$ cat config.mk
export PLATFORM = sky130hd
export DESIGN_NAME = muldiv32
export DESIGN_NICKNAME = d
export VERILOG_FILES = /design/src/rtl/muldiv_pkg.sv /design/src/rtl/muldiv_iter.sv /design/src/rtl/muldiv32.sv
export SDC_FILE = /design/constraint.sdc
export NUM_CORES = 1
export LEC_CHECK = 0
export CORE_UTILIZATION = 61
export CTS_CLUSTER_DIAMETER = 150
export DETAILED_ROUTE_END_ITERATION = 7
export PLACE_DENSITY = 0.88
export SLEW_MARGIN = 20
export SYNTH_ARGS = -nofsm -noshare
export SYNTH_HDL_FRONTEND = slang
export SYNTH_SLANG_ARGS = --single-unit
$ cat constraint.sdc
create_clock -name clock -period 10.1 [get_ports clock]
set_input_delay 1.515 -clock clock [delete_from_list [all_inputs] [get_ports clock]]
set_output_delay 1.515 -clock clock [all_outputs]
set_load 0.02 [all_outputs]
$ cat src/rtl/muldiv_pkg.sv
// Shared constants, operation codes and state encoding for the multiply/divide unit.
package muldiv_pkg;

    localparam int unsigned WIDTH = 32;
    localparam int unsigned ITER  = 32;
    localparam int unsigned CNT_W = $clog2(ITER) + 1;

    typedef enum logic [2:0] {
        MD_MULT  = 3'd0,
        MD_MULTU = 3'd1,
        MD_DIV   = 3'd2,
        MD_DIVU  = 3'd3,
        MD_MTHI  = 3'd4,
        MD_MTLO  = 3'd5
    } md_op_e;

    typedef enum logic [1:0] {
        IDLE   = 2'd0,
        RUN    = 2'd1,
        FINISH = 2'd2
    } state_e;

endpackage

$ cat src/rtl/muldiv_iter.sv
// Radix-2 iteration datapath: 64-bit accumulator plus a 33-bit add/subtract.
// Multiply: acc = {partial, multiplier}; shift-add, product ends in acc.
// Divide:   acc = {remainder, dividend/quotient}; restoring shift-subtract.
module muldiv_iter
    import muldiv_pkg::*;
(
    input  logic                 clock,
    input  logic                 reset,
    input  logic                 init,
    input  logic                 step,
    input  logic                 is_div,
    input  logic [WIDTH-1:0]     a_in,
    input  logic [WIDTH-1:0]     b_in,
    output logic [2*WIDTH-1:0]   acc_nxt_c
);

    logic [2*WIDTH-1:0] acc_q, acc_d;
    logic [WIDTH-1:0]   b_q, b_d;
    logic [WIDTH:0]     sum_c;

    // Next accumulator: load operands on init, otherwise one step per enable
    always_comb begin
        acc_d = acc_q;
        b_d   = b_q;
        sum_c = '0;
        if (init) begin
            acc_d = {WIDTH'(0), a_in};
            b_d   = b_in;
        end else if (step) begin
            if (is_div) begin
                // borrow in bit WIDTH means the shifted remainder was below the divisor
                sum_c = acc_q[2*WIDTH-1:WIDTH-1] - {1'b0, b_q};
                if (!sum_c[WIDTH]) begin
                    acc_d = {sum_c[WIDTH-1:0], acc_q[WIDTH-2:0], 1'b1};
                end else begin
                    acc_d = {acc_q[2*WIDTH-2:0], 1'b0};
                end
            end else begin
                sum_c = {1'b0, acc_q[2*WIDTH-1:WIDTH]} + (acc_q[0] ? {1'b0, b_q} : (WIDTH+1)'(0));
                acc_d = {sum_c, acc_q[WIDTH-1:1]};
            end
        end
    end

    assign acc_nxt_c = acc_d;

    // Accumulator and held divisor/multiplicand registers
    always_ff @(posedge clock) begin
        if (!reset) begin
            acc_q <= '0;
            b_q   <= '0;
        end else begin
            acc_q <= acc_d;
            b_q   <= b_d;
        end
    end

endmodule

$ cat src/rtl/muldiv32.sv
// Multiply/divide unit with HI/LO registers: control FSM, sign handling, result registers.
module muldiv32
    import muldiv_pkg::*;
(
    input  logic        clock,
    input  logic        reset,
    input  logic        start,
    input  logic [2:0]  op,
    input  logic [31:0] read_data_1,
    input  logic [31:0] read_data_2,
    output logic        busy,
    output logic        done,
    output logic        div_by_zero,
    output logic [31:0] hi_out,
    output logic [31:0] lo_out
);

    state_e             state_q, state_d;
    logic [CNT_W-1:0]   cnt_q, cnt_d;
    logic [WIDTH-1:0]   hi_q, hi_d, lo_q, lo_d;
    logic               busy_q, busy_d, done_q, done_d, dbz_q, dbz_d;
    logic               is_div_q, is_div_d, neg_res_q, neg_res_d, neg_rem_q, neg_rem_d;

    md_op_e             op_c;
    logic               sgn_c, div_op_c, a_neg_c, b_neg_c;
    logic [WIDTH-1:0]   a_mag_c, b_mag_c;
    logic               iter_init_c, iter_step_c;
    logic [2*WIDTH-1:0] acc_nxt_c, prod_c;

    // Operand decode and magnitudes for the signed variants
    always_comb begin
        op_c     = md_op_e'(op);
        sgn_c    = (op_c == MD_MULT) || (op_c == MD_DIV);
        div_op_c = (op_c == MD_DIV) || (op_c == MD_DIVU);
        a_neg_c  = sgn_c & read_data_1[WIDTH-1];
        b_neg_c  = sgn_c & read_data_2[WIDTH-1];
        a_mag_c  = a_neg_c ? -read_data_1 : read_data_1;
        b_mag_c  = b_neg_c ? -read_data_2 : read_data_2;
    end

    muldiv_iter u_iter (
        .clock     (clock),
        .reset     (reset),
        .init      (iter_init_c),
        .step      (iter_step_c),
        .is_div    (is_div_q),
        .a_in      (a_mag_c),
        .b_in      (b_mag_c),
        .acc_nxt_c (acc_nxt_c)
    );

    // Next-state, HI/LO update and status flags
    always_comb begin
        state_d     = state_q;
        cnt_d       = cnt_q;
        hi_d        = hi_q;
        lo_d        = lo_q;
        busy_d      = busy_q;
        done_d      = 1'b0;
        dbz_d       = 1'b0;
        is_div_d    = is_div_q;
        neg_res_d   = neg_res_q;
        neg_rem_d   = neg_rem_q;
        iter_init_c = 1'b0;
        iter_step_c = 1'b0;
        prod_c      = '0;
        case (state_q)
            IDLE, FINISH: begin
                state_d = IDLE;
                if (start) begin
                    case (op_c)
                        MD_MTHI: hi_d = read_data_1;
                        MD_MTLO: lo_d = read_data_1;
                        MD_MULT, MD_MULTU, MD_DIV, MD_DIVU: begin
                            if (div_op_c && (read_data_2 == '0)) begin
                                done_d = 1'b1;
                                dbz_d  = 1'b1;
                            end else begin
                                iter_init_c = 1'b1;
                                is_div_d    = div_op_c;
                                neg_res_d   = a_neg_c ^ b_neg_c;
                                neg_rem_d   = a_neg_c;
                                cnt_d       = '0;
                                busy_d      = 1'b1;
                                state_d     = RUN;
                            end
                        end
                        default: ;
                    endcase
                end
            end
            RUN: begin
                iter_step_c = 1'b1;
                cnt_d       = CNT_W'(cnt_q + 1'b1);
                if (cnt_q == CNT_W'(ITER - 1)) begin
                    busy_d  = 1'b0;
                    done_d  = 1'b1;
                    state_d = FINISH;
                    if (is_div_q) begin
                        lo_d = neg_res_q ? -acc_nxt_c[WIDTH-1:0] : acc_nxt_c[WIDTH-1:0];
                        hi_d = neg_rem_q ? -acc_nxt_c[2*WIDTH-1:WIDTH] : acc_nxt_c[2*WIDTH-1:WIDTH];
                    end else begin
                        prod_c = neg_res_q ? -acc_nxt_c : acc_nxt_c;
                        hi_d   = prod_c[2*WIDTH-1:WIDTH];
                        lo_d   = prod_c[WIDTH-1:0];
                    end
                end
            end
            default: state_d = IDLE;
        endcase
    end

    // State and result registers
    always_ff @(posedge clock) begin
        if (!reset) begin
            state_q   <= IDLE;
            cnt_q     <= '0;
            hi_q      <= '0;
            lo_q      <= '0;
            busy_q    <= 1'b0;
            done_q    <= 1'b0;
            dbz_q     <= 1'b0;
            is_div_q  <= 1'b0;
            neg_res_q <= 1'b0;
            neg_rem_q <= 1'b0;
        end else begin
            state_q   <= state_d;
            cnt_q     <= cnt_d;
            hi_q      <= hi_d;
            lo_q      <= lo_d;
            busy_q    <= busy_d;
            done_q    <= done_d;
            dbz_q     <= dbz_d;
            is_div_q  <= is_div_d;
            neg_res_q <= neg_res_d;
            neg_rem_q <= neg_rem_d;
        end
    end

    assign busy        = busy_q;
    assign done        = done_q;
    assign div_by_zero = dbz_q;
    assign hi_out      = hi_q;
    assign lo_out      = lo_q;

endmodule

Word level (Yosys, flattened, before mapping)
Cells that the tools add are included.

word-level totals
  word-level logic and storage cells = 97
  register bits after elaboration = 174
  output and inout port bits = 67

cells by class
  $add $sub $neg = 8
  equality and inequality tests = 14
  reductions and logical operators = 15
  bitwise operators = 4
  mux-type cells = 44

operators by type and width
  operator                                                                number
  32-bit two-way mux                                                      13
  64-bit two-way mux                                                      5
  32-bit negation                                                         4
  32-bit one-hot mux with 2 select lines                                  2
  64-bit negation                                                         1
  32-bit by 33-bit adder with 33-bit output                               1
  33-bit by 32-bit subtractor with 33-bit output                          1
  32-bit logical NOT                                                      1
  6-bit two-way mux                                                       3
  1-bit two-way mux                                                       16
  4-bit AND reduction                                                     4
  6-bit one-hot mux with 2 select lines                                   1
  6-bit by 1-bit adder with 6-bit output (second input constant)          1
  3-bit by 2-bit equality test with 1-bit output (second input constant)  2
  3-bit equality test (second input constant)                             2
  6-bit by 5-bit equality test with 1-bit output (second input constant)  1
  2-bit by 1-bit != test with 1-bit output (second input constant)        3
  2-bit != test (second input constant)                                   3
  5-bit AND reduction                                                     1
  1-bit one-hot mux with 2 select lines                                   2
  2-bit one-hot mux with 2 select lines                                   1
  4-bit OR reduction                                                      1
  3-bit by 1-bit equality test with 1-bit output (second input constant)  1
  3-bit logical NOT                                                       1
  12 further kinds                                                        14

Logic depth before layout (Yosys ltp)
Gate-level depths: netlist of run 1.

  depth in word-level cells = 13
  mapped depth = 25
  gate-level depth less buffers = 20

Cells and area by module
A second synthesis of run 1 with hierarchy kept.

unflattened totals
  cells, all modules = 2046
  area total of the unflattened synthesis = 15135.8 um^2

by module, submodules not included
  module       area each (um^2)  instances  sequential area each (um^2)  cells each
  muldiv_iter  8732.1            1          1921.8                       1176
  muldiv32     6403.6            1          1561.5                       870

Worst setup path after synthesis of run 1
OpenSTA, ideal clock, no wires.

  path kind = input to register
  start point = input read_data_2[25]
  end point = register hi_q[28] (netlist: hi_out[28])
  data required time = 9.983 ns
  data arrival time = 5.812 ns
  path buffers = 4
  path slack = 4.171 ns
  library setup time = 0.117 ns
  stages = 18
  path through = or4_4 or4_4 o41a_1 buf_6 buf_6 a221oi_1 a21boi_0 ha_1 inv_1 or3b_1 or3_1 clkbuf_1 o31ai_4 buf_4 nand2_1 nor2_1 a21oi_1 a32o_1

on the way
  longest elaborated chain between the ends = 12
  elaborated cells between the ends (all ways) = 14
  classes of those cells = add/sub (2); mux (10); reduce/logical (2)

RTL lines
  what                                                             line                              RTL
  start: declaration                                               muldiv32.sv:10                    input logic [31:0] read_data_2,
  32-bit logical NOT *                                             muldiv32.sv:75                    if (div_op_c && (read_data_2 == '0)) begin
  1-bit logical AND *                                              muldiv32.sv:75
  1-bit two-way mux *                                              muldiv32.sv:75
  1-bit two-way mux *                                              muldiv32.sv:71                    case (op_c)
  1-bit two-way mux *                                              muldiv32.sv:70                    if (start) begin
  1-bit two-way mux *                                              muldiv32.sv:67                    case (state_q)
  64-bit two-way mux *                                             muldiv_iter.sv:26                 if (init) begin
  64-bit negation / 32-bit negation (equally long branches)        muldiv32.sv:103, muldiv32.sv:101
  64-bit two-way mux / 32-bit two-way mux (equally long branches)  muldiv32.sv:103, muldiv32.sv:101
  32-bit two-way mux *                                             muldiv32.sv:99                    if (is_div_q) begin
  32-bit two-way mux *                                             muldiv32.sv:95                    if (cnt_q == CNT_W'(ITER - 1)) begin
  32-bit one-hot mux with 2 select lines *                         muldiv32.sv:67
  end signal: assignment                                           muldiv32.sv:129                   hi_q <= hi_d;
  end: declaration                                                 muldiv32.sv:20                    logic [WIDTH-1:0] hi_q, hi_d, lo_q, lo_d;

Every way passes the cells marked *; elsewhere a longest branch is shown, timed or not. The select of a mux whose other input is x is not followed.
A chain may end at the register's enable or synchronous reset.

Worst setup path after layout of run 1
  start point = input read_data_2[6]
  end point = register hi_q[12] (netlist: hi_out[12])

Same word-level chain as after synthesis.

==> impl_metrics.toml, run 1 <==
[timing]
timing.max_slew.rel_slack_pct = 23.34
period_needed_ps = 7656
finClkSkew_ps = 17.17
grt_setup_unrepaired = "false"
max_slew.worst_pin.slew_ps = 1143
hold_viol = 0
slew_violations = 0
final_min_period_over_clock_period_pct = 75.80
finalSetupViolations = 0
finalSetupTns_ps = 0
whs_ps = 438.5
fmax_ghz = 0.1306

[critical_path]
crit_type = "input pin to register"
cpPeakStageDelay_ps = 640
worst_r2r_path_depth = 20
worstReg2RegEnd = "hi_out[12]"
crit_required_ps = 10500
timing.critical_path.max_delay_family = "simple AND/OR/NAND/NOR gates"
slowest_stage = "o31ai_4"
timing.critical_path.buf_inv = 4
timing.critical_path.arrival_ps = 8050
critical_path_cell_by_cell = "clkdlybuf4s50_1 > nor4_1 > nand4_1 > o41ai_4 > buf_4 > nand2_1 > o21ai_0 > ha_1 > inv_1 > or3b_1 > or3_1 > o31ai_4 > inv_2 > or3_1 > a311oi_1 > a21o_1"
r2r-start = "u_iter.b_q[13]"
worst-path-stages = 16
critPathMaxFanout = 36
crit_path_start_kind = "input pin"
worst_setup_path_startpoint = "read_data_2[6]"
timing.critical_path.mode_cell = "or3_1"
worst_setup_path_end_kind = "register"
reg2reg_setup_slack_ps = 3610

[final_layout]
post_route_cells_drive_above_1_share_pct = 6.143
number_of_nets_at_the_end_of_the_flow = 2228
stdcell_area_um2 = 17150
ant_diodes = 0
post_synthesis_to_final_layout_area_growth_pct = 14.62
finish.cell_count_without_fillers = 2419
post-route-util_pct = 72.19

[worst_hold_path]
holdCritStartpoint = "hi_out[11]"
timing.hold.worst.class = "register to register"
holdPathEnd = "hi_out[11]"
cell_count_of_the_worst_hold_path = 2

[clock_network]
tritoncts.num_buffers = 17
postCtsSetupBuffers = 0
clock_insertion_delay_worst_skew_ps = 450
clock_transition_time_at_the_flip_flop_clock_pins_of_the_worst_setup_and_hold_paths_ps = 80
cts_root_buf = "clkbuf_16"
clock_tree.buffer_depth = 2
hold_buffers_post_cts = 0
h-tree-depth = 4
cts_sinks = 174
cts_tree = "yes"
ctsResizeCount = 0

[route]
drt_pass1_iterations = 8
first_iteration_detailed_routing_drc_count = 2541
postRouteAntennaNets = 0
drc_violations = 8
met2WireLength_mm = 23.61
vias = 16920
met1_length_mm = 22.58
top_layer_used = "met5"
drt-vias-per-instance = 6.993
totalWireLength_mm = 57.03
met3_wirelength_from_detailed_routing_mm = 7.848
wire_per_inst_um = 23.58

[synthesis]
synth_seq_area_share_pct = 23.28
number_of_synthesized_flops_with_an_enable_pin = 0
post_synth_inst_count = 2015
yosysWarningCount = 0
main_flop_type_after_synthesis = "dfxtp_1"
synth-seq-cells = 174
netlist_area_um2 = 14960
mean_cell_area_of_the_mapped_netlist_um2 = 7.425
postSynth.asyncResetShare_pct = 0
synth_nets = 2156
yosys.cell_types.count = 92

[floorplan]
start_util_pct = 62.98
pin_count = 137
die_w_um = 158.6
dieArea_um2 = 25160
core_um2 = 23750
rows = 56
fp.dieH_um = 158.6

[place]
placed_cells = 2387
port-buffer-count = 136
gp_congestion = 1.066
dp_hpwl_mm = 42.47
dpl-instance-area_um2 = 16550

[power_and_ir_drop]
power.density_cell_area_nw_per_um2 = 126.6
peakVddDrop_uv = 105.5
p_leak_nw = 6.499

[flow_run]
maxCapViolCount = 0

[global_route]
track_usage_pct = 45.11
grt_start_max_net_pins = 80
grt_pass1_wl_mm = 86.42
number_of_global_route_vias_before_repair = 15350
grt_antenna_before_repair = 1
globalRouteOverflowTotal = 0

[outcome]
violations_in_the_final_reports = "DRC"
outcome = "finished, violations left"
registers in the layout, summed over array words and instances, names as in the netlist:
name          cells
u_iter.acc_q     64
hi_out           32
lo_out           32
u_iter.b_q       32
cnt_q             6
state_q           2
busy              1
div_by_zero       1
done              1
is_div_q          1
neg_rem_q         1
neg_res_q         1
tightest hold or removal path: stages, from the launching register on:
cell and delay [ps]:
dfxtp_1 310, nand2_1 50, nand2_1 40
cells in the final DEF (no fill, tap or decap), types with 11 or more instances in the layout:
master | Yosys | final
xnor2_1 | 79 | 79
nand2_1 | 161 | 161
ha_1 | 69 | 69
xor2_1 | 69 | 69
nand4_1 | 17 | 17
o211ai_1 | 14 | 14
a21o_1 | 26 | 26
or2_2 | 15 | 15
nor2b_1 | 13 | 12
mux2i_1 | 34 | 34
nor3_1 | 53 | 53
buf_4 | 1 | 37
o22ai_1 | 12 | 11
nor2_1 | 228 | 227
nor4_1 | 17 | 17
o21a_1 | 16 | 16
a21oi_1 | 160 | 159
a221oi_1 | 20 | 20
nand2b_1 | 20 | 19
dfxtp_1 | 174 | 173
a31oi_1 | 35 | 35
clkbuf_16 | 0 | 17
a311oi_1 | 17 | 17
o21ai_0 | 110 | 110
and3_1 | 20 | 20
o41ai_1 | 12 | 12
nand3_1 | 41 | 41
and2_1 | 79 | 79
o31ai_1 | 26 | 26
clkdlybuf4s50_1 | 0 | 136
a211oi_1 | 70 | 69
inv_1 | 71 | 70
or3_1 | 26 | 26
how the worst max path moves through the flow:
stage / to / slack (ps)
after floorplan: hi_out[28] / 4170
after global placement: hi_out[12] / 2590
after detailed placement: hi_out[12] / 2370
after CTS: hi_out[12] / 2730
after global routing: hi_out[2] / 2280
final: hi_out[12] / 2440
metrics by stage:
| stage | total power [mW] | worst slack [ps] |
|---|---|---|
| global route | 2.236 | 2277 |
| global placement | 1.436 | 2586 |
| finish | 2.171 | 2444 |
| detailed placement | 1.448 | 2369 |
| CTS | 2.130 | 2733 |
| floorplan | 1.221 | 4171 |
power breakdown:
| part | leakage, nW | switching [mW] | internal (mW) |
|---|---|---|---|
| logic | 4.79 | 0.447 | 0.262 |
| clock network | 0.286 | 0.345 | 0.358 |
| registers | 1.42 | 0.0388 | 0.720 |
| total | 6.50 | 0.831 | 1.34 |
area by class of cell:
class                   count  area, um^2
multi-input cells        1649       10760
fillers                  1879        6605
flip-flops and latches    174        3485
repair buffers            173        1639
clock buffers              19       442.9
well taps                 319       399.1
inverters                  72       271.5
clock inverters            13       146.4
cell usage after synthesis (all sizes together), types with 6 or more instances:
master	number	area (um^2)
a211oi	70	525.5
a21boi	7	52.55
a21o	26	195.2
a21oi	161	809.5
a221oi	20	175.2
a22oi	9	67.56
a311o	6	60.06
a311oi	18	163.9
a31oi	35	219.0
a32oi	7	61.31
a41oi	6	52.55
and2	79	494.2
and3	20	125.1
and4	9	78.83
buf	14	81.33
clkbuf	106	397.9
dfxtp	174	3483
ha	69	863.3
inv	72	270.3
mux2	10	112.6
mux2i	34	340.3
nand2	161	604.3
nand2b	20	125.1
nand3	41	205.2
nand4	17	106.4
nor2	230	868.3
nor2b	13	81.33
nor3	56	307.8
nor3b	8	60.06
nor4	17	106.4
o211ai	14	105.1
o21a	16	120.1
o21ai	112	560.5
o21bai	6	45.04
o221ai	6	52.55
o22ai	12	75.07
o31ai	29	241.5
o41ai	13	132.6
or2	16	100.1
or3	26	162.7
or4	13	108.9
xnor2	79	691.9
xor2	69	604.3
per-layer routing:
layer | vias up | global-route usage (%)
li1 | 7590 | -
met5 | - | 0
met2 | 1171 | 66.90
met1 | 7894 | 60.21
met4 | 2 | 20.74
met3 | 258 | 12.71
cells by family after synthesis:
| kind of cell | after synthesis | share of synthesized area (%) |
|---|---|---|
| adder cells (fa/ha/maj) | 71 | 6.038 |
| multiplexers | 44 | 3.028 |
| buffers and inverters | 192 | 5.010 |
| AND/OR/NAND/NOR | 755 | 25.37 |
| AO/OA/AOI/OAI | 631 | 28.60 |
| flip-flops | 174 | 23.28 |
| XOR/XNOR | 148 | 8.664 |
Power figures use the tool's default switching activity.
==> run 2, diff against run 1 <==
Settings changed: CORE_UTILIZATION 61 to 60, PLACE_DENSITY 0.88 to 0.87.
Clock period 10.1 ns to 8 ns, I/O delays scaled along.
==> run 2 against run 1 <==
Flip-flop and latch count did not move. Hold slack improved by 17 ps. Combinational power rose by 26%. Critical path depth fell by 1. Largest power group unchanged. Power rose by 28%. The flow now finishes without violations. Register-to-register slack got worse by 2400 ps.
==> impl_metrics.toml, run 2 (synthesis results as in run 1) <==
[final_layout]
layout.cells.most_common_list = "227 x nor2_1, 172 x dfxtp_1, 161 x nand2_1, 159 x a21oi_1, 136 x clkdlybuf4s50_1"
post_route_cells_drive_above_1_share_pct = 6.327
number_of_nets_at_the_end_of_the_flow = 2230
largest_register_ffs = 64
finish.cell_count_without_fillers = 2428
fillers = 2050
stdcell_area_um2 = 17220
post-route-util_pct = 70.60
largest_register = "u_iter.acc_q"
post_synthesis_to_final_layout_area_growth_pct = 15.10
commonest_non_fill_non_tap_cell_in_the_layout = "nor2_1"

[power_and_ir_drop]
p_leak_nw = 6.529
peakVddDrop_uv = 135.1
switching_share_pct = 38.70
cellInternalPower_mw = 1.700
sequentialPowerShare_pct = 34.7
power.density_cell_area_nw_per_um2 = 161.1
power_switching_mw = 1.073
p_comb_share_pct = 32.2
clock_power_share_pct = 33.1

[critical_path]
worst_r2r_path_depth = 15
worst_setup_path_end_kind = "register"
crit_path_start_kind = "register"
timing.critical_path.arrival_ps = 7180
critPathMaxFanout = 13
crit_required_ps = 8340
crit_type = "register to register"

[global_route]
grt_pass1_wl_mm = 89.62
grt_start_max_net_pins = 91
grt_antenna_before_repair = 2
gr-usage-met2_pct = 67.29
number_of_global_route_vias_before_repair = 15640
met1_track_usage_gr_pct = 59.98
globalRouteOverflowTotal = 0
grt.busiest_layer = "met2"
grtUsageMet3_pct = 11.71
track_usage_pct = 44.87

[clock_network]
cts_sinks = 174
hold_buffers_post_cts = 0
cts_root_buf = "clkbuf_16"
clock_transition_time_at_the_flip_flop_clock_pins_of_the_worst_setup_and_hold_paths_ps = 90
cts_tree = "yes"
h-tree-depth = 4
ctsResizeCount = 0
postCtsSetupBuffers = 0
clock_tree.buffer_depth = 2
tritoncts.num_buffers = 17
clock_insertion_delay_worst_skew_ps = 450

[worst_hold_path]
cell_count_of_the_worst_hold_path = 2
timing.hold.worst.class = "register to register"

[outcome]
outcome = "finished clean"

[floorplan]
dieArea_um2 = 25570
rows = 57
start_util_pct = 61.34
die_w_um = 159.9
pin_count = 137
core_um2 = 24390
fp.dieH_um = 159.9

[place]
placed_cells = 2394
dpl-instance-area_um2 = 16580
gp_congestion = 1.033
dp_hpwl_mm = 43.43
preCtsSetupSlack_ps = 930.9
port-buffer-count = 136

[route]
first_iteration_detailed_routing_drc_count = 2359
vias = 16950
drc_violations = 0
totalWireLength_mm = 58.25
postRouteAntennaNets = 0
wire_per_inst_um = 23.99
drt_pass1_iterations = 7
drt-vias-per-instance = 6.981

[timing]
final_min_period_over_clock_period_pct = 85.42
post-route-worst-setup-slack_ps = 1166
hold_viol = 0
finClkSkew_ps = 22.40
grt_setup_unrepaired = "false"
finalSetupViolations = 0
fmax_ghz = 0.1463
slew_violations = 0
max_slew.worst_pin.slew_ps = 1129
period_needed_ps = 6834
timing.max_slew.rel_slack_pct = 24.22
finalSetupTns_ps = 0

[flow_run]
maxCapViolCount = 0
-- run 2: cell count changes in the layout (fill, tap and decap cells not counted), sizes merged --
| cell | before | now |
|---|---|---|
| clkinvlp | 1 | 0 |
| clkbuf | 19 | 17 |
| inv | 78 | 80 |
| buf | 37 | 39 |
| clkinv | 5 | 6 |
| diode | 0 | 2 |
-- run 2: cell type report --
class | count | area, um^2 | area share (%)
diodes | 2 | 5.005 | 0.02907
clock buffers | 17 | 425.4 | 2.471
clock inverters | 15 | 207.7 | 1.206
inverters | 72 | 271.5 | 1.577
multi-input cells | 1649 | 10760 | 62.51
flip-flops and latches | 174 | 3486 | 20.24
well taps | 324 | 405.4 | 2.354
repair buffers | 175 | 1654 | 9.606
-- run 2: path summary, 6_finish.rpt --
path	startpoint	to	slack (ps)
worst max-delay path	u_iter.b_q[13]	hi_out[24]	1170
worst min-delay path	hi_out[11]	hi_out[11]	460
worst max register to register	u_iter.b_q[13]	hi_out[24]	1170
worst min register to register	hi_out[11]	hi_out[11]	460
-- run 2: routing by layer --
layer	vias to the layer above	part of all wire (%)
li1	7594	-
met1	7929	40
met2	1192	42
met3	230	13
met4	4	4.7
met5	-	0.046
-- run 2: power by group through the flow --
stage	Combinational [mW]	Sequential (mW)	Clock, mW
after detailed placement	0.853	0.977	0
after floorplan	0.578	0.963	0
after global routing	0.951	0.964	0.948
final	0.893	0.961	0.919
after CTS	0.860	0.957	0.910
after global placement	0.842	0.976	0
-- run 2: critical path: stages (launching register included) --
cell and delay, ps:
dfxtp_1 490, inv_1 80, ha_1 420, a21o_1 240, a311oi_1 300, o31ai_1 200
o2111a_1 360, o31ai_2 740, nand2_1 590, a311oi_1 1070, o2111a_1 450, or4b_1 630
or3_1 550, nor3_1 240, mux2i_1 110, a32o_1 240
-- run 2: through the flow --
stage	total power, mW	hold slack (ps)
2_1_floorplan	1.541	440.3
3_3_place_gp	1.818	430.6
3_5_place_dp	1.830	443.5
4_1_cts	2.727	457.2
5_1_grt	2.864	471.3
6_report	2.774	455.8
